<file path="config.mk">
export PLATFORM = sky130hd
export DESIGN_NAME = keypad_scanner
export DESIGN_NICKNAME = d
export VERILOG_FILES = /design/src/rtl/keypad_scanner.sv
export SDC_FILE = /design/constraint.sdc
export NUM_CORES = 1
export LEC_CHECK = 0
export ABC_AREA = 1
export CORE_AREA = 5 5 126 128
export DETAILED_ROUTE_END_ITERATION = 10
export DIE_AREA = 0 0 131 133
export GPL_TIMING_DRIVEN = 1
export HOLD_SLACK_MARGIN = 0.1
export SYNTH_ARGS = -nofsm -noshare
export SYNTH_HDL_FRONTEND = slang
export SYNTH_HIERARCHICAL = 1
export SYNTH_SLANG_ARGS = --single-unit
</file>
<file path="constraint.sdc">
create_clock -name clk_in -period 2.3 [get_ports clk_in]
set_input_delay 0.69 -clock clk_in [delete_from_list [all_inputs] [get_ports clk_in]]
set_output_delay 0.69 -clock clk_in [all_outputs]
set_load 0.03 [all_outputs]
</file>
<file path="src/rtl/keypad_scanner.sv">
// rtl/keypad_scanner.sv - 4x4 hex keypad matrix scanner with per-key debounce and event FIFO
//
// keypad_event_fifo: small synchronous FIFO for key event bytes
//   clk_in, rst_in        clock, synchronous active-high reset
//   s_tvalid/s_tready     push handshake, s_tdata pushed byte
//   m_tvalid/m_tready     pop handshake, m_tdata head byte
//
// keypad_scanner: drives keypad rows, senses columns, debounces, emits press/release bytes
//   clk_in       system clock
//   rst_in       synchronous reset, active-high
//   row_out[3:0] row drive, one-hot active-low (4'hF while in reset)
//   col_in[3:0]  column sense, active-low
//   event_valid  event FIFO non-empty
//   event_ready  consumer accepts the head byte this cycle
//   key_event    {pressed,3'b000,key}; 8'hFF when no event pending
//   key_state    debounced state, bit k = hex key k held
//   overflow     sticky flag: an event was dropped because the FIFO was full

module keypad_event_fifo #(
  parameter int DEPTH = 4,
  parameter int WIDTH = 8
) (
  input  logic             clk_in,
  input  logic             rst_in,
  input  logic             s_tvalid,
  output logic             s_tready,
  input  logic [WIDTH-1:0] s_tdata,
  output logic             m_tvalid,
  input  logic             m_tready,
  output logic [WIDTH-1:0] m_tdata
);

  localparam int AW = (DEPTH > 1) ? $clog2(DEPTH) : 1;

  logic [WIDTH-1:0] mem [DEPTH];
  // Pointers carry one extra wrap bit so full and empty are distinguishable.
  logic [AW:0]      wr_ptr;
  logic [AW:0]      rd_ptr;
  logic             full;
  logic             empty;
  logic             do_push;
  logic             do_pop;

  assign empty    = (wr_ptr == rd_ptr);
  assign full     = (wr_ptr[AW] != rd_ptr[AW]) && (wr_ptr[AW-1:0] == rd_ptr[AW-1:0]);
  assign m_tvalid = !empty;
  assign m_tdata  = mem[rd_ptr[AW-1:0]];
  assign do_pop   = m_tvalid && m_tready;
  // A full FIFO still takes a push when the head leaves in the same cycle.
  assign s_tready = !full || do_pop;
  assign do_push  = s_tvalid && s_tready;

  always_ff @(posedge clk_in) begin
    if (rst_in) begin
      wr_ptr <= '0;
      rd_ptr <= '0;
    end else begin
      if (do_push) wr_ptr <= wr_ptr + 1'b1;
      if (do_pop)  rd_ptr <= rd_ptr + 1'b1;
    end
  end

  always_ff @(posedge clk_in) begin
    if (do_push) mem[wr_ptr[AW-1:0]] <= s_tdata;
  end

endmodule

module keypad_scanner #(
  parameter int SETTLE_CYCLES  = 8,
  parameter int DEBOUNCE_SCANS = 3,
  parameter int FIFO_DEPTH     = 4
) (
  input  logic        clk_in,
  input  logic        rst_in,
  output logic [3:0]  row_out,
  input  logic [3:0]  col_in,
  output logic        event_valid,
  input  logic        event_ready,
  output logic [7:0]  key_event,
  output logic [15:0] key_state,
  output logic        overflow
);

  localparam int SW = $clog2(SETTLE_CYCLES);
  localparam int DW = $clog2(DEBOUNCE_SCANS + 1);
  localparam logic [SW-1:0] SETTLE_LAST = SW'(SETTLE_CYCLES - 1);
  localparam logic [DW-1:0] DEB_LAST    = DW'(DEBOUNCE_SCANS - 1);

  // Matrix position {row,col} to hex key value.
  function automatic logic [3:0] key_of(input logic [3:0] pos);
    logic [3:0] k;
    k = 4'h0;
    case (pos)
      4'd0:  k = 4'h1;
      4'd1:  k = 4'h2;
      4'd2:  k = 4'h3;
      4'd3:  k = 4'hC;
      4'd4:  k = 4'h4;
      4'd5:  k = 4'h5;
      4'd6:  k = 4'h6;
      4'd7:  k = 4'hD;
      4'd8:  k = 4'h7;
      4'd9:  k = 4'h8;
      4'd10: k = 4'h9;
      4'd11: k = 4'hE;
      4'd12: k = 4'hA;
      4'd13: k = 4'h0;
      4'd14: k = 4'hB;
      default: k = 4'hF;
    endcase
    return k;
  endfunction

  // Scan timing
  logic          running;
  logic [1:0]    row_idx;
  logic [SW-1:0] settle_ctr;
  logic          sample_now;

  // Column synchroniser
  logic [3:0]    col_meta;
  logic [3:0]    col_sync;

  // Debounce state, indexed by matrix position rather than key value
  logic [15:0]   pos_state;
  logic [15:0]   pos_state_nxt;
  logic [DW-1:0] deb_ctr [16];
  logic [DW-1:0] deb_nxt [16];
  logic [3:0]    mask_nxt;
  logic [3:0]    pos_c;

  // Accepted changes of the most recently sampled row, pushed during the next row period
  logic [3:0]    chg_mask;
  logic [1:0]    chg_row;

  logic [1:0]    push_col;
  logic [3:0]    push_pos;
  logic          push_slot;
  logic          push_now;
  logic [7:0]    push_data;
  logic          fifo_ready;
  logic [7:0]    fifo_head;

  // running stays low during reset so the rows float high, and the first
  // cycle out of reset already drives row 0.
  assign row_out    = running ? ~(4'b0001 << row_idx) : 4'hF;
  assign sample_now = running && (settle_ctr == SETTLE_LAST);

  always_ff @(posedge clk_in) begin
    if (rst_in) begin
      running    <= 1'b0;
      row_idx    <= 2'd0;
      settle_ctr <= '0;
    end else begin
      running <= 1'b1;
      if (running) begin
        if (settle_ctr == SETTLE_LAST) begin
          settle_ctr <= '0;
          row_idx    <= row_idx + 2'd1;
        end else begin
          settle_ctr <= settle_ctr + 1'b1;
        end
      end
    end
  end

  always_ff @(posedge clk_in) begin
    if (rst_in) begin
      col_meta <= 4'hF;
      col_sync <= 4'hF;
    end else begin
      col_meta <= col_in;
      col_sync <= col_meta;
    end
  end

  // Debounce the four keys of the row currently driven. A key only changes
  // state after DEBOUNCE_SCANS consecutive disagreeing samples; any agreeing
  // sample restarts the count.
  always_comb begin
    pos_state_nxt = pos_state;
    mask_nxt      = 4'b0000;
    pos_c         = 4'd0;
    for (int i = 0; i < 16; i++) deb_nxt[i] = deb_ctr[i];
    for (int c = 0; c < 4; c++) begin
      pos_c = {row_idx, 2'(c)};
      if (!col_sync[c] == pos_state[pos_c]) begin
        deb_nxt[pos_c] = '0;
      end else if (deb_ctr[pos_c] == DEB_LAST) begin
        pos_state_nxt[pos_c] = !pos_state[pos_c];
        deb_nxt[pos_c]       = '0;
        mask_nxt[c]          = 1'b1;
      end else begin
        deb_nxt[pos_c] = deb_ctr[pos_c] + 1'b1;
      end
    end
  end

  always_ff @(posedge clk_in) begin
    if (rst_in) begin
      pos_state <= '0;
      chg_mask  <= 4'b0000;
      chg_row   <= 2'd0;
      for (int i = 0; i < 16; i++) deb_ctr[i] <= '0;
    end else if (sample_now) begin
      pos_state <= pos_state_nxt;
      deb_ctr   <= deb_nxt;
      // Every row period ends in a sample, so the previous mask has always
      // been fully pushed (cycles 0..3) before it is overwritten here.
      chg_mask  <= mask_nxt;
      chg_row   <= row_idx;
    end
  end

  always_comb begin
    key_state = '0;
    for (int p = 0; p < 16; p++) key_state[key_of(4'(p))] = pos_state[p];
  end

  // Column c of the pending mask gets cycle c of the row period, which keeps
  // pushes to one per cycle in ascending column order.
  assign push_col  = settle_ctr[1:0];
  assign push_slot = running && (int'(settle_ctr) < 4);
  assign push_now  = push_slot && chg_mask[push_col];
  assign push_pos  = {chg_row, push_col};
  assign push_data = {pos_state[push_pos], 3'b000, key_of(push_pos)};

  keypad_event_fifo #(
    .DEPTH (FIFO_DEPTH),
    .WIDTH (8)
  ) u_fifo (
    .clk_in   (clk_in),
    .rst_in   (rst_in),
    .s_tvalid (push_now),
    .s_tready (fifo_ready),
    .s_tdata  (push_data),
    .m_tvalid (event_valid),
    .m_tready (event_ready),
    .m_tdata  (fifo_head)
  );

  assign key_event = event_valid ? fifo_head : 8'hFF;

  always_ff @(posedge clk_in) begin
    if (rst_in) begin
      overflow <= 1'b0;
    end else if (push_now && !fifo_ready) begin
      overflow <= 1'b1;
    end
  end

endmodule

</file>
==> flow_summary.json <==
{
  "gp_congestion": 0.898,
  "crit_path_top_delay_cell": "dfxtp_2",
  "required_ns": 1.61,
  "grt_setup_unrepaired": "no",
  "grt_max_degree": 41,
  "synthSimpleGateAreaFrac": 0.366,
  "crit_arrival_ns": 1.55,
  "ant_nets": 0,
  "power_frac_clock": 0.378,
  "dieArea_sq_mm": 0.0174,
  "setup_tns_ns": 0,
  "peakVddDrop_mv": 0.363,
  "slew_violations": 0,
  "synth_edf_count": 32,
  "syn_to_final_growth_pct": 19.0,
  "min_path_type": "reg2reg",
  "synthAdderAreaFrac": 0.0392,
  "cellLeakagePower_nw": 3.22,
  "synth_area_sq_mm": 0.00639,
  "via_per_inst": 4.98,
  "nNetsFinal": 1031,
  "core_area_sq_mm": 0.0148,
  "maxCapViolations": 0,
  "p_switching_mw": 1.09,
  "grt-ovfl-total": 0,
  "avgRoutedWirePerCell_um": 13.8,
  "grt_usage": 0.193,
  "cts_buffers": 9,
  "first_global_vias": 5365,
  "startpoint_type": "flip-flop",
  "ctsLongestPathBuffers": 2,
  "finalHoldViolCount": 0,
  "dp_hpwl_mm": 11.9,
  "antenna_found_initial": 0,
  "fin_crit_sh": 0.976,
  "power_density_mw_per_mm2": 542,
  "wl_mm": 16.5,
  "die_h_um": 133,
  "io_pins": 37,
  "synth.area.mux_share": 0,
  "clk_pin_slew_ns": 0.07,
  "cts_tree": "done",
  "layout-drive-gt1-share": 0.151,
  "synth_area_per_cell_sq_um": 6.91,
  "synth-main-ff-cell": "dfxtp_1",
  "fin_crit_ns": 2.24,
  "nFillCells": 1463,
  "utilization": 0.516,
  "postSynthCellCount": 925,
  "finalPower_mw": 4.12,
  "worst_path_most_repeated_cell": "buf_4",
  "crit_fanout": 12,
  "initial_utilization": 0.433,
  "skew_ns": 0.0109,
  "die_x_um": 131,
  "status": "finished clean",
  "portBuffers": 36,
  "synth-compound-area-share": 0.119,
  "yosysWarnings": 6,
  "pwr-share-comb": 0.128,
  "crit_type": "reg2out",
  "timing.fmax_mhz": 445,
  "synthArstFlopShare": 0,
  "finalSetupViolations": 0,
  "grt_pass1_wl_mm": 26.8,
  "vias": 5954,
  "seq_power_share": 0.494,
  "worstSkewPairLatency_ns": 0.36,
  "internal_power_mw": 3.04,
  "crit_chain": "inv_2 > buf_4 > buf_6 > ha_4 > nand2_2 > buf_4",
  "dr.first_iter.drc_count": 382,
  "power_switching_share": 0.264,
  "h-tree-depth": 3,
  "ys_seq_area_frac": 0.392,
  "ys_ff_latch": 109,
  "cp_slowest_stage_delay_ns": 0.36,
  "synth_top_family_by_area": "simple AND/OR/NAND/NOR gates",
  "cpLargestDelayFamily": "buffers and inverters",
  "rows": 45,
  "crit_buf_inv": 4,
  "worst_setup_path_end_kind": "output port",
  "synth_cell_types": 35,
  "hold_buffers": 0,
  "numClockSinks": 109,
  "dr.pass1.iters": 5,
  "synth_xor_area_frac": 0.00274,
  "diodes": 0,
  "cts_root_buf": "clkbuf_16",
  "drc": 0
}
-- synth_stat cells, types with 11 or more instances --
cell,n,share of area
buf_2,11,0.0086
ha_1,20,0.039
edfxtp_1,32,0.15
nand3_1,87,0.068
nor2_1,126,0.074
a21oi_1,43,0.034
o21ai_0,77,0.060
nand2_2,19,0.019
dfxtp_1,77,0.24
nand2_1,261,0.15
inv_1,83,0.049
clkbuf_1,13,0.0076
-- final timing paths --
kind	cells after the start	slack, ns	to	from
worst max-delay path	6	0.06	row_out[0]	row_idx[0]
worst max register to register	15	0.14	deb_ctr[27]	row_idx[0]
worst min register to register	1	0.41	col_sync[0]	col_meta[0]
worst min-delay path	1	0.41	col_sync[0]	col_meta[0]
-- per-stage QoR --
step	area, sq um	hold slack [ns]	worst slack (ns)	std cells
2_1_floorplan	6440	0.389	-0.0752	936
3_5_place_dp	7300	0.392	-0.0692	1179
5_1_grt	7610	0.425	0.00182	1196
4_1_cts	7620	0.410	0.000583	1194
6_report	7610	0.410	0.0552	1196
3_3_place_gp	7300	0.391	-0.0333	1179
-- worst reg2reg max path: cells and delay by family (launching register included) --
| kind | cells | cell delay (ns) |
|---|---|---|
| AO/OA/AOI/OAI | 4 | 0.52 |
| adder cells (fa/ha/maj) | 1 | 0.28 |
| buffers and inverters | 4 | 0.49 |
| flip-flops | 1 | 0.40 |
| AND/OR/NAND/NOR | 6 | 0.36 |
-- logic make-up after synthesis --
kind of cell,after synthesis
and+or+nand+nor,528
other,1
buffers and inverters,122
DFF,109
adders and majority gates,20
AOI/OAI and AO/OA,143
xor gates and xnor gates,2
-- final cells by class --
class                           count  area [sq um]  share of cell area
Timing Repair Buffer               90           767               0.101
Multi-Input combinational cell    705          3460               0.455
Timing Repair inverter              1          5.00            0.000658
Sequential cell                   109          2510               0.330
Clock inverter                      3          26.3             0.00345
Tap cell                          188           235              0.0309
Clock buffer                       12           269              0.0354
Inverter                           88           337              0.0443
-- flip-flops by register name, indices dropped and copies added, names as in the netlist, 4 cells and up, named ones only --
signal	flops
u_fifo/mem	32
deb_ctr	32
col_meta	4
chg_mask	4
col_sync	4
pos_state	16
-- layout by cell type, fill, tap and decap left out, types with 3 or more instances in the layout --
cell type	n
nor2_1	125
clkbuf_16	10
o221ai_1	3
nor2_4	3
o21ai_0	74
nand3_1	86
buf_4	51
a21oi_1	42
ha_1	17
dfxtp_1	73
inv_1	81
conb_1	12
nand3_2	11
dfxtp_2	3
edfxtp_1	32
buf_2	8
clkdlybuf4s50_1	23
buf_12	4
nand2_2	20
o21ai_1	8
or2_2	8
nand2_1	259
nor2_2	3
nand3b_1	3
inv_2	5
nand2_4	6
o22ai_1	8
-- routing by layer --
layer | part of all wire | track usage | vias up
li1 | - | - | 3127
met1 | 0.46 | 0.257 | 2643
met2 | 0.47 | 0.313 | 143
met3 | 0.040 | 0.0266 | 41
met4 | 0.032 | 0.0806 | 0
met5 | 0 | 0 | -
-- power groups by stage --
stage	Combinational [mW]	Sequential [mW]	Clock (mW)
after floorplan	0.369	2.07	0
final	0.527	2.04	1.56
after CTS	0.548	2.04	1.59
after detailed placement	0.556	2.08	0
after global placement	0.554	2.08	0
after global routing	0.593	2.04	1.67
-- timing repair --
action,in CTS,in global routing
resized for setup,33,31
setup endpoints to repair,13,23
gates cloned,0,1
setup buffers,0,1
No activity file was read; power rests on OpenSTA's default activity.
